## src/rtl/mc_ctrl_pkg.sv

```systemverilog
// Shared definitions for the mc_ctrl multi-cycle sequencer and the alu.
// Trap support in mc_ctrl is enabled by defining MC_CTRL_TRAP_EN.
package mc_ctrl_pkg;

  localparam logic [4:0] OP_LOAD     = 5'b00000;
  localparam logic [4:0] OP_OPIMM    = 5'b00100;
  localparam logic [4:0] OP_AUIPC    = 5'b00101;
  localparam logic [4:0] OP_STORE    = 5'b01000;
  localparam logic [4:0] OP_OP       = 5'b01100;
  localparam logic [4:0] OP_LUI      = 5'b01101;
  localparam logic [4:0] OP_BRANCH   = 5'b11000;
  localparam logic [4:0] OP_JAL_JALR = 5'b11011;

  typedef enum logic [2:0] {
    ST_IDLE   = 3'd0,
    ST_FETCH  = 3'd1,
    ST_DECODE = 3'd2,
    ST_EXEC   = 3'd3,
    ST_MEM    = 3'd4,
    ST_WB     = 3'd5,
    ST_TRAP   = 3'd6
  } state_e;

  typedef enum logic [1:0] {
    PCSEL_PLUS4 = 2'b00,
    PCSEL_REL   = 2'b01,
    PCSEL_JALR  = 2'b10
  } pc_sel_e;

  typedef enum logic [1:0] {
    WBSEL_ALU  = 2'b00,
    WBSEL_LOAD = 2'b01,
    WBSEL_LINK = 2'b10
  } wb_sel_e;

  typedef enum logic [3:0] {
    CL_ILLEGAL,
    CL_OP,
    CL_OPIMM,
    CL_LOAD,
    CL_STORE,
    CL_LUI,
    CL_AUIPC,
    CL_BRANCH,
    CL_JUMP
  } insn_class_e;

  function automatic logic uses_imm(input insn_class_e c);
    return c inside {CL_OPIMM, CL_LOAD, CL_STORE, CL_LUI, CL_AUIPC};
  endfunction

endpackage

```

## src/rtl/mc_ctrl_decode.sv

```systemverilog
// Combinational instruction classifier for mc_ctrl: opcode -> class plus legality.
module mc_ctrl_decode
  import mc_ctrl_pkg::*;
(
  input  logic [4:0]  i_opcode,
  input  logic [2:0]  i_funct3,
  input  logic        i_funct7,
  output insn_class_e o_class,
  output logic        o_legal
);

  logic w_bad_funct;

  always_comb begin
    o_class = CL_ILLEGAL;
    case (i_opcode)
      OP_OP:       o_class = CL_OP;
      OP_OPIMM:    o_class = CL_OPIMM;
      OP_LOAD:     o_class = CL_LOAD;
      OP_STORE:    o_class = CL_STORE;
      OP_LUI:      o_class = CL_LUI;
      OP_AUIPC:    o_class = CL_AUIPC;
      OP_BRANCH:   o_class = CL_BRANCH;
      OP_JAL_JALR: o_class = CL_JUMP;
      default:     o_class = CL_ILLEGAL;
    endcase
  end

  // In base RV32I instr[30] only distinguishes SUB/SRA and SRAI; anything else is not an instruction.
  assign w_bad_funct = ((i_opcode == OP_OP) && i_funct7 &&
                        (i_funct3 != 3'b000) && (i_funct3 != 3'b101)) ||
                       ((i_opcode == OP_OPIMM) && i_funct7 && (i_funct3 == 3'b001));

  assign o_legal = (o_class != CL_ILLEGAL) && !w_bad_funct;

endmodule

```

## src/rtl/mc_ctrl.sv

```systemverilog
// Multi-cycle RV32I control sequencer (FETCH/DECODE/EXEC/MEM/WB) sharing one memory port.
// Define MC_CTRL_TRAP_EN for illegal-opcode and memory-timeout traps.
module mc_ctrl
  import mc_ctrl_pkg::*;
#(
  parameter int unsigned MEM_TIMEOUT = 16
) (
  input  logic       clk,
  input  logic       rst_n,
  input  logic [4:0] opcode,
  input  logic [2:0] funct3,
  input  logic       funct7,
  input  logic       taken_branch,
  input  logic       is_jal,
  input  logic       is_jalr,
  input  logic       mem_ready,
  output logic       mem_req,
  output logic       mem_we,
  output logic       addr_sel,
  output logic       ir_we,
  output logic       pc_we,
  output logic       rf_we,
  output logic       a_sel,
  output logic       b_sel,
  output logic [1:0] pc_sel,
  output logic [1:0] wb_sel,
  output logic       retire,
  output logic [2:0] state,
  output logic       trap
);

  if (MEM_TIMEOUT < 1) begin : g_bad_timeout
    $error("mc_ctrl: MEM_TIMEOUT must be at least 1");
  end

  state_e      r_state;
  logic        r_jalr;
  insn_class_e w_class;
  logic        w_legal;
  logic        w_is_store;
  logic        w_timeout;

  mc_ctrl_decode u_decode (
    .i_opcode (opcode),
    .i_funct3 (funct3),
    .i_funct7 (funct7),
    .o_class  (w_class),
    .o_legal  (w_legal)
  );

  assign w_is_store = (w_class == CL_STORE);

`ifdef MC_CTRL_TRAP_EN
  localparam bit          TRAP_EN = 1'b1;
  localparam int unsigned WAIT_W  = $clog2(MEM_TIMEOUT) + 1;

  logic [WAIT_W-1:0] r_wait;
  logic              w_req_state;

  assign w_req_state = (r_state == ST_FETCH) || (r_state == ST_MEM);
  assign w_timeout   = w_req_state && !mem_ready && (r_wait == WAIT_W'(MEM_TIMEOUT - 1));

  always_ff @(posedge clk or negedge rst_n) begin
    if (!rst_n) begin
      r_wait <= '0;
    end else if (w_req_state && !mem_ready) begin
      r_wait <= r_wait + WAIT_W'(1);
    end else begin
      r_wait <= '0;
    end
  end

  assign trap = (r_state == ST_TRAP);
`else
  localparam bit TRAP_EN = 1'b0;

  assign w_timeout = 1'b0;
  assign trap      = 1'b0;
`endif

  always_ff @(posedge clk or negedge rst_n) begin
    if (!rst_n) begin
      r_state <= ST_IDLE;
      r_jalr  <= 1'b0;
    end else begin
      // ALU jump flags win; funct3 only decides when the ALU flags neither.
      if (r_state == ST_EXEC) begin
        r_jalr <= is_jalr || (!is_jal && (funct3 == 3'b000));
      end
      case (r_state)
        ST_IDLE:   r_state <= ST_FETCH;
        ST_FETCH: begin
          if (mem_ready)      r_state <= ST_DECODE;
          else if (w_timeout) r_state <= ST_TRAP;
        end
        ST_DECODE: r_state <= ST_EXEC;
        ST_EXEC: begin
          if (!w_legal) begin
            r_state <= TRAP_EN ? ST_TRAP : ST_FETCH;
          end else begin
            case (w_class)
              CL_LOAD, CL_STORE: r_state <= ST_MEM;
              CL_BRANCH:         r_state <= ST_FETCH;
              default:           r_state <= ST_WB;
            endcase
          end
        end
        ST_MEM: begin
          if (mem_ready)      r_state <= w_is_store ? ST_FETCH : ST_WB;
          else if (w_timeout) r_state <= ST_TRAP;
        end
        ST_WB:     r_state <= ST_FETCH;
        ST_TRAP:   r_state <= ST_TRAP;
        default:   r_state <= ST_IDLE;
      endcase
    end
  end

  always_comb begin
    mem_req  = 1'b0;
    mem_we   = 1'b0;
    addr_sel = 1'b0;
    ir_we    = 1'b0;
    pc_we    = 1'b0;
    rf_we    = 1'b0;
    a_sel    = 1'b0;
    b_sel    = 1'b0;
    pc_sel   = PCSEL_PLUS4;
    wb_sel   = WBSEL_ALU;
    retire   = 1'b0;
    case (r_state)
      ST_FETCH: begin
        mem_req = 1'b1;
        ir_we   = mem_ready;
      end
      ST_EXEC: begin
        if (!w_legal) begin
          pc_we  = !TRAP_EN;
          retire = !TRAP_EN;
        end else begin
          a_sel = (w_class == CL_AUIPC);
          b_sel = uses_imm(w_class);
          if (w_class == CL_BRANCH) begin
            pc_we  = 1'b1;
            retire = 1'b1;
            pc_sel = taken_branch ? PCSEL_REL : PCSEL_PLUS4;
          end
        end
      end
      ST_MEM: begin
        mem_req  = 1'b1;
        addr_sel = 1'b1;
        mem_we   = w_is_store;
        if (w_is_store && mem_ready) begin
          pc_we  = 1'b1;
          retire = 1'b1;
        end
      end
      ST_WB: begin
        rf_we  = 1'b1;
        pc_we  = 1'b1;
        retire = 1'b1;
        if (w_class == CL_LOAD) begin
          wb_sel = WBSEL_LOAD;
        end else if (w_class == CL_JUMP) begin
          wb_sel = WBSEL_LINK;
          pc_sel = r_jalr ? PCSEL_JALR : PCSEL_REL;
        end
      end
      default: ;
    endcase
  end

  assign state = r_state;

endmodule

```

## config.mk

```make
export PLATFORM = sky130hd
export DESIGN_NAME = mc_ctrl
export DESIGN_NICKNAME = d
export VERILOG_FILES = /design/src/rtl/mc_ctrl_pkg.sv /design/src/rtl/mc_ctrl_decode.sv /design/src/rtl/mc_ctrl.sv
export SDC_FILE = /design/constraint.sdc
export NUM_CORES = 1
export LEC_CHECK = 0
export ABC_AREA = 1
export ABC_CLOCK_PERIOD_IN_PS = 1600
export CAP_MARGIN = 20
export CORE_MARGIN = 3
export CORE_UTILIZATION = 40
export CTS_CLUSTER_SIZE = 40
export DETAILED_ROUTE_END_ITERATION = 10
export DONT_BUFFER_PORTS = 1
export SLEW_MARGIN = 20
export SYNTH_ARGS = -nofsm -noshare
export SYNTH_HDL_FRONTEND = slang
export SYNTH_SLANG_ARGS = --single-unit
```

## constraint.sdc

```tcl
create_clock -name clk -period 1.6 [get_ports clk]
set_input_delay 0.32 -clock clk [delete_from_list [all_inputs] [get_ports clk]]
set_output_delay 0.32 -clock clk [all_outputs]
set_load 0.03 [all_outputs]
```

==> results of run 1 <==
-- through the flow --
| step | TNS (ns) | setup slack (ns) | area, um^2 | hold slack (ns) | std cells |
|---|---|---|---|---|---|
| 2_1_floorplan | -0.465 | -0.158 | 683 | 0.0244 | 98 |
| 3_3_place_gp | 0 | 0.0250 | 785 | 0.0245 | 122 |
| 3_5_place_dp | 0 | 0.0114 | 785 | 0.0245 | 122 |
| 4_1_cts | -0.362 | -0.0942 | 892 | 0.261 | 130 |
| 5_1_grt | -0.810 | -0.164 | 938 | 0.301 | 134 |
| 6_report | -0.353 | -0.106 | 938 | 0.269 | 134 |
-- what timing repair did --
action,4_1_cts,5_1_grt
setup buffers,3,4
endpoints found under the hold margin,4,0
setup endpoints to repair,9,11
pin swaps,5,10
gates resized for setup,14,4
hold buffers,1,0
-- worst paths after layout --
check | endpoint | startpoint | cells after the start | slack, ns
max reg2reg | state[2] | state[2] | 7 | 0.24
min in group asynchronous | state[1] | rst_n | 1 | 0.35
max | pc_we | state[0] | 7 | -0.11
max in group asynchronous | state[2] | rst_n | 1 | 1.08
min | r_jalr | is_jal | 3 | 0.27
min reg2reg | r_jalr | r_jalr | 2 | 0.63
-- final cells by class --
cell class | instances | share of cell area (%)
Clock buffer | 4 | 2.80
Inverter | 16 | 8.00
Multi-Input combinational cell | 76 | 56.3
Sequential cell | 4 | 11.1
Tap cell | 14 | 1.87
Timing Repair Buffer | 20 | 20.0
-- power groups by stage --
stage,logic (mW),clock network [mW],registers [mW]
2_1_floorplan,0.462,0,0.259
3_3_place_gp,0.706,0,0.196
3_5_place_dp,0.713,0,0.196
4_1_cts,0.794,0.144,0.204
5_1_grt,0.946,0.150,0.214
6_report,0.878,0.135,0.206
-- sequential cells by signal, indices dropped and copies added (netlist names) --
register,count
r_jalr,1
state,3
-- synth_stat cells --
library cell,count
nor2_2,3
inv_1,16
nand3_1,11
nand4_1,2
a21oi_2,1
o22ai_1,2
conb_1,1
buf_4,2
nor2_1,14
a22oi_1,1
o21ai_0,1
a21oi_1,6
nand3_2,3
nand2_1,21
dfrtp_1,4
nor3_1,4
nand2_2,5
nor4_1,1
-- worst max-delay path, cell delays in order, from the launching register on --
cell and delay, ns:
dfrtp_2 0.40, inv_2 0.08, buf_6 0.12, nor3_4 0.05
buf_4 0.14, a21oi_2 0.13, nand2_2 0.08, buf_12 0.15
-- placed cells by master, fill, tap and decap left out, types with 2 or more instances in the layout --
cell type	count
nand4_1	2
nand2_4	4
dfrtp_2	3
inv_4	3
nor2_4	8
a21oi_1	5
a21oi_2	2
nand2_2	6
inv_1	10
inv_2	2
nand3_4	3
nand3_1	9
nor2_1	8
nand3_2	2
nor3_1	3
clkbuf_4	3
buf_6	6
nand2_1	16
buf_4	12
-- metal layers --
metal / part of all wire [%] / global-route usage, % / routed length (um)
met5: 0 / 0 / 0
met1: 43 / 25.1 / 713
met2: 51 / 32.3 / 849
met4: 0 / 9.04 / 0
met3: 5.9 / 2.97 / 98
-- kinds of logic after synthesis --
kind of cell	Yosys count
other	1
and+or+nand+nor	64
buffers and inverters	18
AOI/OAI and AO/OA	11
DFF	4
==> impl_results.md, run 1 <==
- CP endpoint kind: output pin
- Number of global-route vias before repair: 673
- Worst-path clk slew: 0.04 ns
- Worst-Skew Late Latency: 0.23 ns
- GP Congestion: 0.876
- Synth Net Count: 113
- Number of buffers created by CTS: 3
- Total gr overflow: 0
- Largest net degree at the start of global routing: 7
- Worst Path Class, Setup: reg -> out
- Logic pwr share: 72.0%
- Number of synthesized register bits: 4
- Clock network fraction of total power: 11.1%
- Cell count after synthesis: 98
- Dpl hpwl: 1280 um
- Nets: 136
- Synth Area in Compound Gates: 11.6%
- Largest family of logic cells by synthesized area: simple AND/OR/NAND/NOR gates
- Register area share after synthesis: 18.3%
- Mapped Area: 548 um^2
- Layout cells sized above 1: 50.0%
- Core area: 0.00119 mm^2
- CTS Buffer Depth: 2
- GRT Total Usage: 19.7%
- Root Driver: clkbuf_4
- Routed WL: 1660 um
- First-pass GRT wire length: 2810 um
- Number of DRC markers in iteration 0: 6
- Post-Synth XOR/XNOR Area: 0%
- Synth area leader: dfrtp_1
- Clock sink total: 4
- Multiplexer area fraction after synthesis: 0%
- Post-route ant nets: 0
- Failing checks: negative setup slack
- Final Slew Violations: 0
- Hold WC Path Type: in -> reg
- Number of max-cap violations: 0
- Hold Fails Final Rpt: 0
- Psw: 0.641 mW
- H-tree Lvls: 1
- Die Wd: 43.0 um
- # diodes: 0
- FILL cells: 91
- Post-route DRC: 0
- Post-synth top area share: 18.3%
- RSZ-0062 raised after global routing: yes
- Highest Clock Rate: 586 MHz
- Simple-Gate Fraction of Synth Area: 55.7%
- WP data arrival: 1.39 ns
- Final Skew: 0.00213 ns
- PwrDens: 1300 mW/mm^2
- Area Overhead vs Synth: 71.2%
- Overall power: 1.22 mW
- Adder-cell share of the synthesized area: 0%
- Vias per Instance: 5.18
- Crit-path max FO: 3
- Initial antenna violation count: 0
- Final Cycle Share: 107%
- Drt pass-1 iters: 4
- Warnings from Yosys: 0
- Post-layout util: 79.1%
- Largest cells by area after synthesis: dfrtp_1 18%, nand2_1 14%, inv_1 11%
- Netlist cell types: 18
- CTS tree: built
- Int Power: 0.578 mW
- Average footprint of a synthesized cell: 5.59 um^2
- Leakage Power: 0.450 nW
- Footprint of the multi-input gates: 528 um^2
- Minimum clock period: 1.71 ns
- Post-detailed-route wirelength per cell: 12.4 um
- Die area: 0.00185 mm^2
- Worst Setup Slack, final: -0.106 ns
- Number of I/O port buffers: 0
- Starting density of the core: 46.2%
- Worst IR Drop VDD: 0.00117 V
- Vias: 694
- Final setup fails: 7
- Sw Share: 52.6%
- CP Data Required Time: 1.28 ns
- I/O Pins: 32
- Rows: 12
- Status: finished with violations
- Sequential group share of total power: 16.9%
- Startpoint types: register
- Register area: 104 um^2
- Die Ht: 43.0 um
No activity file was read; power rests on OpenSTA's default activity.
==> run 2, diff against run 1 <==
--- a/config.mk
+++ b/config.mk
@@ -13,6 +13,7 @@
 export CTS_CLUSTER_SIZE = 40
 export DETAILED_ROUTE_END_ITERATION = 10
 export DONT_BUFFER_PORTS = 1
+export GPL_TIMING_DRIVEN = 0
 export SLEW_MARGIN = 20
 export SYNTH_ARGS = -nofsm -noshare
 export SYNTH_HDL_FRONTEND = slang
==> impl_results.md, run 2 (synthesis gave the netlist of run 1 again) <==
- Status: finished with violations
- Failing checks: negative setup slack
- Final Skew: 0.000270 ns
- Worst IR Drop VDD: 0.00102 V
- Worst slew pin tran: 0.757 ns
- Hold Fails Final Rpt: 0
- Crit-path max FO: 5
- Clock sink total: 4
- Total gr overflow: 0
- Starting density of the core: 46.2%
- Leakage Power: 0.364 nW
- RSZ-0062 raised after global routing: yes
- I/O Pins: 32
- Reg2reg start: state[0]
- Hold path depth: 3
- RR Endpoint: state[0]
- Pre-CTS setup slack: -0.236 ns
- Commonest non-fill, non-tap cells in the layout: 16 x nand2_1, 11 x inv_1, 9 x nor2_1, 9 x nand3_1, 7 x nor2_4
- Final Cycle Share: 125%
- Drt pass-1 iters: 4
- Highest Clock Rate: 499 MHz
- Worst-path clk slew: 0.04 ns
- Rows: 12
- Core area: 0.00119 mm^2
- CP endpoint: pc_sel[0]
- Largest net degree at the start of global routing: 7
- Area Overhead vs Synth: 44.3%
- Minimum clock period: 2.01 ns
- Number of max-cap violations: 0
- WP data arrival: 1.69 ns
- Die Ht: 43.0 um
- Root Driver: clkbuf_4
- First-pass GRT wire length: 2330 um
- Layout cells sized above 1: 41.0%
- FF-to-FF setup slack: 0.04 ns
- CTS Buffer Depth: 2
- PwrDens: 1260 mW/mm^2
- CP startpoint: state[2]
- Worst slew margin: 49.1%
- Number of buffers created by CTS: 3
- Number of global-route vias before repair: 551
- Vias: 638
- Post-route ant nets: 0
- Die Wd: 43.0 um
- Post-route DRC: 0
- CP endpoint kind: output pin
- Post-detailed-route wirelength per cell: 12.0 um
- Dpl hpwl: 1170 um
- Die area: 0.00185 mm^2
- Post-layout util: 66.7%
- Number of DRC markers in iteration 0: 10
- Startpoint types: register
- # diodes: 0
- Worst Setup Slack, final: -0.405 ns
- Largest register FFs: 3
- FILL cells: 113
- Worst Reg2Reg Path Length in Cells: 7
- Worst-Skew Late Latency: 0.24 ns
- Initial antenna violation count: 0
- CTS tree: built
- Worst Path Class, Setup: reg -> out
- CP Data Required Time: 1.28 ns
- GRT Total Usage: 16.9%
- Final Slew Violations: 0
- GP Congestion: 0.806
- Commonest non-fill, non-tap cell in the layout: nand2_1
- Hold slack: 0.247 ns
- Nets: 121
- H-tree Lvls: 1
- Routed WL: 1430 um
- Number of I/O port buffers: 0
- Hold WC Path Type: in -> reg
- Final setup fails: 12
- Vias per Instance: 5.36
## run 2: final cells by class
| class | instances | area (um^2) | area share, % |
|---|---|---|---|
| buffer | 2 | 18.8 | 2.37 |
| clock buffer | 4 | 26.3 | 3.32 |
| inverter | 16 | 77.6 | 9.81 |
| multi-input combinational | 76 | 518 | 65.5 |
| sequential | 4 | 104 | 13.1 |
| tap | 14 | 17.5 | 2.22 |
| timing repair buffer | 3 | 28.8 | 3.64 |
## run 2: worst max-delay path, stage by stage, from the launching register on
cell and delay (ns):
dfrtp_2 0.52, inv_4 0.07, nor3_4 0.44, nand2_4 0.13, o22ai_4 0.28
## run 2: worst min path at each step
stage	slack [ns]	startpoint	end
floorplan	0.02	rst_n	r_jalr
global placement	0.02	rst_n	state[1]
detailed placement	0.02	rst_n	state[1]
CTS	0.24	is_jal	r_jalr
global route	0.27	is_jalr	r_jalr
finish	0.25	is_jal	r_jalr
## run 2: power by group
| part | internal [mW] | switching, mW | leakage [nW] | total [mW] |
|---|---|---|---|---|
| clock | 0.0939 | 0.0458 | 0.0150 | 0.140 |
| combinational | 0.167 | 0.408 | 0.305 | 0.575 |
| sequential | 0.148 | 0.136 | 0.0443 | 0.283 |
## run 2: routing by layer
metal | vias up | track usage [%] | share of wire, %
li1 | 330 | - | -
met2 | 29 | 24.6 | 47
met1 | 279 | 23.0 | 44
met5 | - | 0 | 0
met3 | 0 | 3.39 | 9.2
met4 | 0 | 9.04 | 0
## run 2: through the flow
stage,setup TNS (ns),cell area (um^2),power [mW],std cells
after detailed placement,-1.15,701,0.786,112
after floorplan,-0.465,683,0.721,98
final,-3.07,791,0.998,119
after CTS,-3.05,779,0.997,119
after global routing,-3.92,791,1.07,119
after global placement,-1.08,701,0.783,112
## run 2: repair_timing
item	4_1_cts	5_1_grt
hold buffers	1	0
setup endpoints to repair	12	15
hold endpoints to repair	4	0
pin swaps	6	3
buffers inserted	2	0
gates resized for setup	7	4
==> run 3, diff against run 2 <==
--- a/config.mk
+++ b/config.mk
@@ -8,10 +8,10 @@
 export ABC_AREA = 1
 export ABC_CLOCK_PERIOD_IN_PS = 1600
 export CAP_MARGIN = 20
-export CORE_MARGIN = 3
-export CORE_UTILIZATION = 40
+export CORE_AREA = 3 3 40 42
 export CTS_CLUSTER_SIZE = 40
 export DETAILED_ROUTE_END_ITERATION = 10
+export DIE_AREA = 0 0 43 45
 export DONT_BUFFER_PORTS = 1
 export GPL_TIMING_DRIVEN = 0
 export SLEW_MARGIN = 20
==> impl_results.md, run 3 (synthesis gave the netlist of run 1 again) <==
- Status: finished with violations
- Failing checks: negative setup slack
- Vias per Instance: 5.07
- Post-place instance area: 702 um^2
- Routed WL: 1420 um
- RSZ-0062 raised after global routing: yes
- Final setup fails: 10
- Drt pass-1 iters: 4
- WP data arrival: 1.71 ns
- Worst Setup Slack, final: -0.426 ns
- Slowest CP cell: dfrtp_2
- Worst Reg2Reg Path Length in Cells: 7
- Worst-Skew Late Latency: 0.23 ns
- Clock sink total: 4
- Hold WC Path Type: in -> reg
- Total gr overflow: 0
- Crit path buf inv count: 1
- H-tree Lvls: 1
- Startpoint types: register
- # diodes: 0
- Number of I/O port buffers: 0
- Crit-path max FO: 5
- Hold slack: 0.264 ns
- Layout cells sized above 1: 44.3%
- Worst Path Class, Setup: reg -> out
- Hold Fails Final Rpt: 0
- I/O Pins: 32
- Hold path start: is_jal
- Overall power: 1.02 mW
- Initial antenna violation count: 0
- Post-route DRC: 0
- PwrDens: 1280 mW/mm^2
- Largest net degree at the start of global routing: 7
- Layout Cells excl Fill: 121
- CTS tree: built
- Root Driver: clkbuf_4
- CTS Buffer Depth: 2
- Starting density of the core: 42.6%
- Final Cycle Share: 127%
- Pre-CTS setup slack: -0.259 ns
- Area Overhead vs Synth: 46.3%
- Number of buffers created by CTS: 3
- Hold path depth: 3
- Die Wd: 43 um
- Die area: 0.00194 mm^2
- Die Ht: 45 um
- Number of max-cap violations: 0
- Post-route ant nets: 0
- Commonest non-fill, non-tap cells in the layout: 15 x nand2_1, 10 x inv_1, 9 x nand3_1, 8 x nor2_1, 7 x nor2_4
- Worst slew margin: 47.7%
- Worst IR Drop VDD: 0.000916 V
- Worst-path clk slew: 0.04 ns
- Inst Count DP: 113
- Highest Clock Rate: 494 MHz
- Cells along the critical path: inv_4, nor3_4, nand2_4, o22ai_4
- Worst slew pin tran: 0.779 ns
- First-pass GRT wire length: 2240 um
- CP peak stage delay: 0.52 ns
- Post-detailed-route wirelength per cell: 11.7 um
- Final Slew Violations: 0
- Largest register FFs: 3
- RR Endpoint: state[2]
- Number of global-route vias before repair: 559
- CP endpoint kind: output pin
- Number of DRC markers in iteration 0: 9
- Minimum clock period: 2.03 ns
- CP Data Required Time: 1.28 ns
- Commonest non-fill, non-tap cell in the layout: nand2_1
- Worst Hold End: r_jalr
- Leakage Power: 0.357 nW
- Reg2reg start: state[1]
- GP Congestion: 0.796
- Dpl hpwl: 1200 um
- Core area: 0.00128 mm^2
- Finished Cell Area: 802 um^2
- GRT Total Usage: 15.6%
- Nets: 122
- Rows: 13
- Vias: 613
- Final Skew: 0.00623 ns
- Critical path's top delay family: simple AND/OR/NAND/NOR gates
- FF-to-FF setup slack: 0.08 ns
[run 3: area by class of cell]
class	instances	area [um^2]
multi-input cells	76	523
fillers	127	483
flip-flops and latches	4	104
inverters	16	78.8
repair buffers	4	32.5
clock buffers	4	26.3
plain buffers	2	18.8
well taps	15	18.8
[run 3: worst min-delay path, delay by kind of cell]
kind                   cells  cell delay [ns]
AO/OA/AOI/OAI              1             0.06
buffers and inverters      1             0.02
AND/OR/NAND/NOR            1             0.05
[run 3: worst max-delay path by stage]
stage              start  slack, ns        end  cells past startpoint
3_3_place_gp   opcode[1]      -0.25  wb_sel[0]                      5
2_1_floorplan   state[2]      -0.16  pc_sel[0]                      4
3_5_place_dp   opcode[1]      -0.26  wb_sel[0]                      5
4_1_cts         state[0]      -0.42  pc_sel[0]                      4
5_1_grt         state[2]      -0.49  pc_sel[0]                      4
6_report        state[2]      -0.43  pc_sel[0]                      4
[run 3: layer usage]
metal	GRT usage (%)	part of all wire [%]	wire length (um)	up-vias
li1	-	-	-	336
met1	22.0	48	680	258
met2	22.2	45	640	19
met3	2.79	7.0	100	0
met4	9.04	0	0	0
met5	0	0	0	-
[run 3: timing repair]
item / CTS / global route
hold endpoints to repair: 4 / 0
hold buffers: 1 / 0
endpoints found under the setup margin: 12 / 15
pin swaps: 7 / 6
gates resized for setup: 9 / 3
buffers inserted: 3 / 0
[run 3: report_power, final]
part / internal (mW) / switching, mW
clock: 0.0936 / 0.0413
combinational: 0.187 / 0.418
sequential: 0.148 / 0.137
total: 0.428 / 0.597
[run 3: stage by stage]
step / util, % / setup TNS, ns
floorplan: - / -0.465
global placement: 54.6 / -1.11
detailed placement: 54.6 / -1.12
CTS: 61.8 / -3.10
global route: 62.4 / -3.60
finish: 62.4 / -2.76
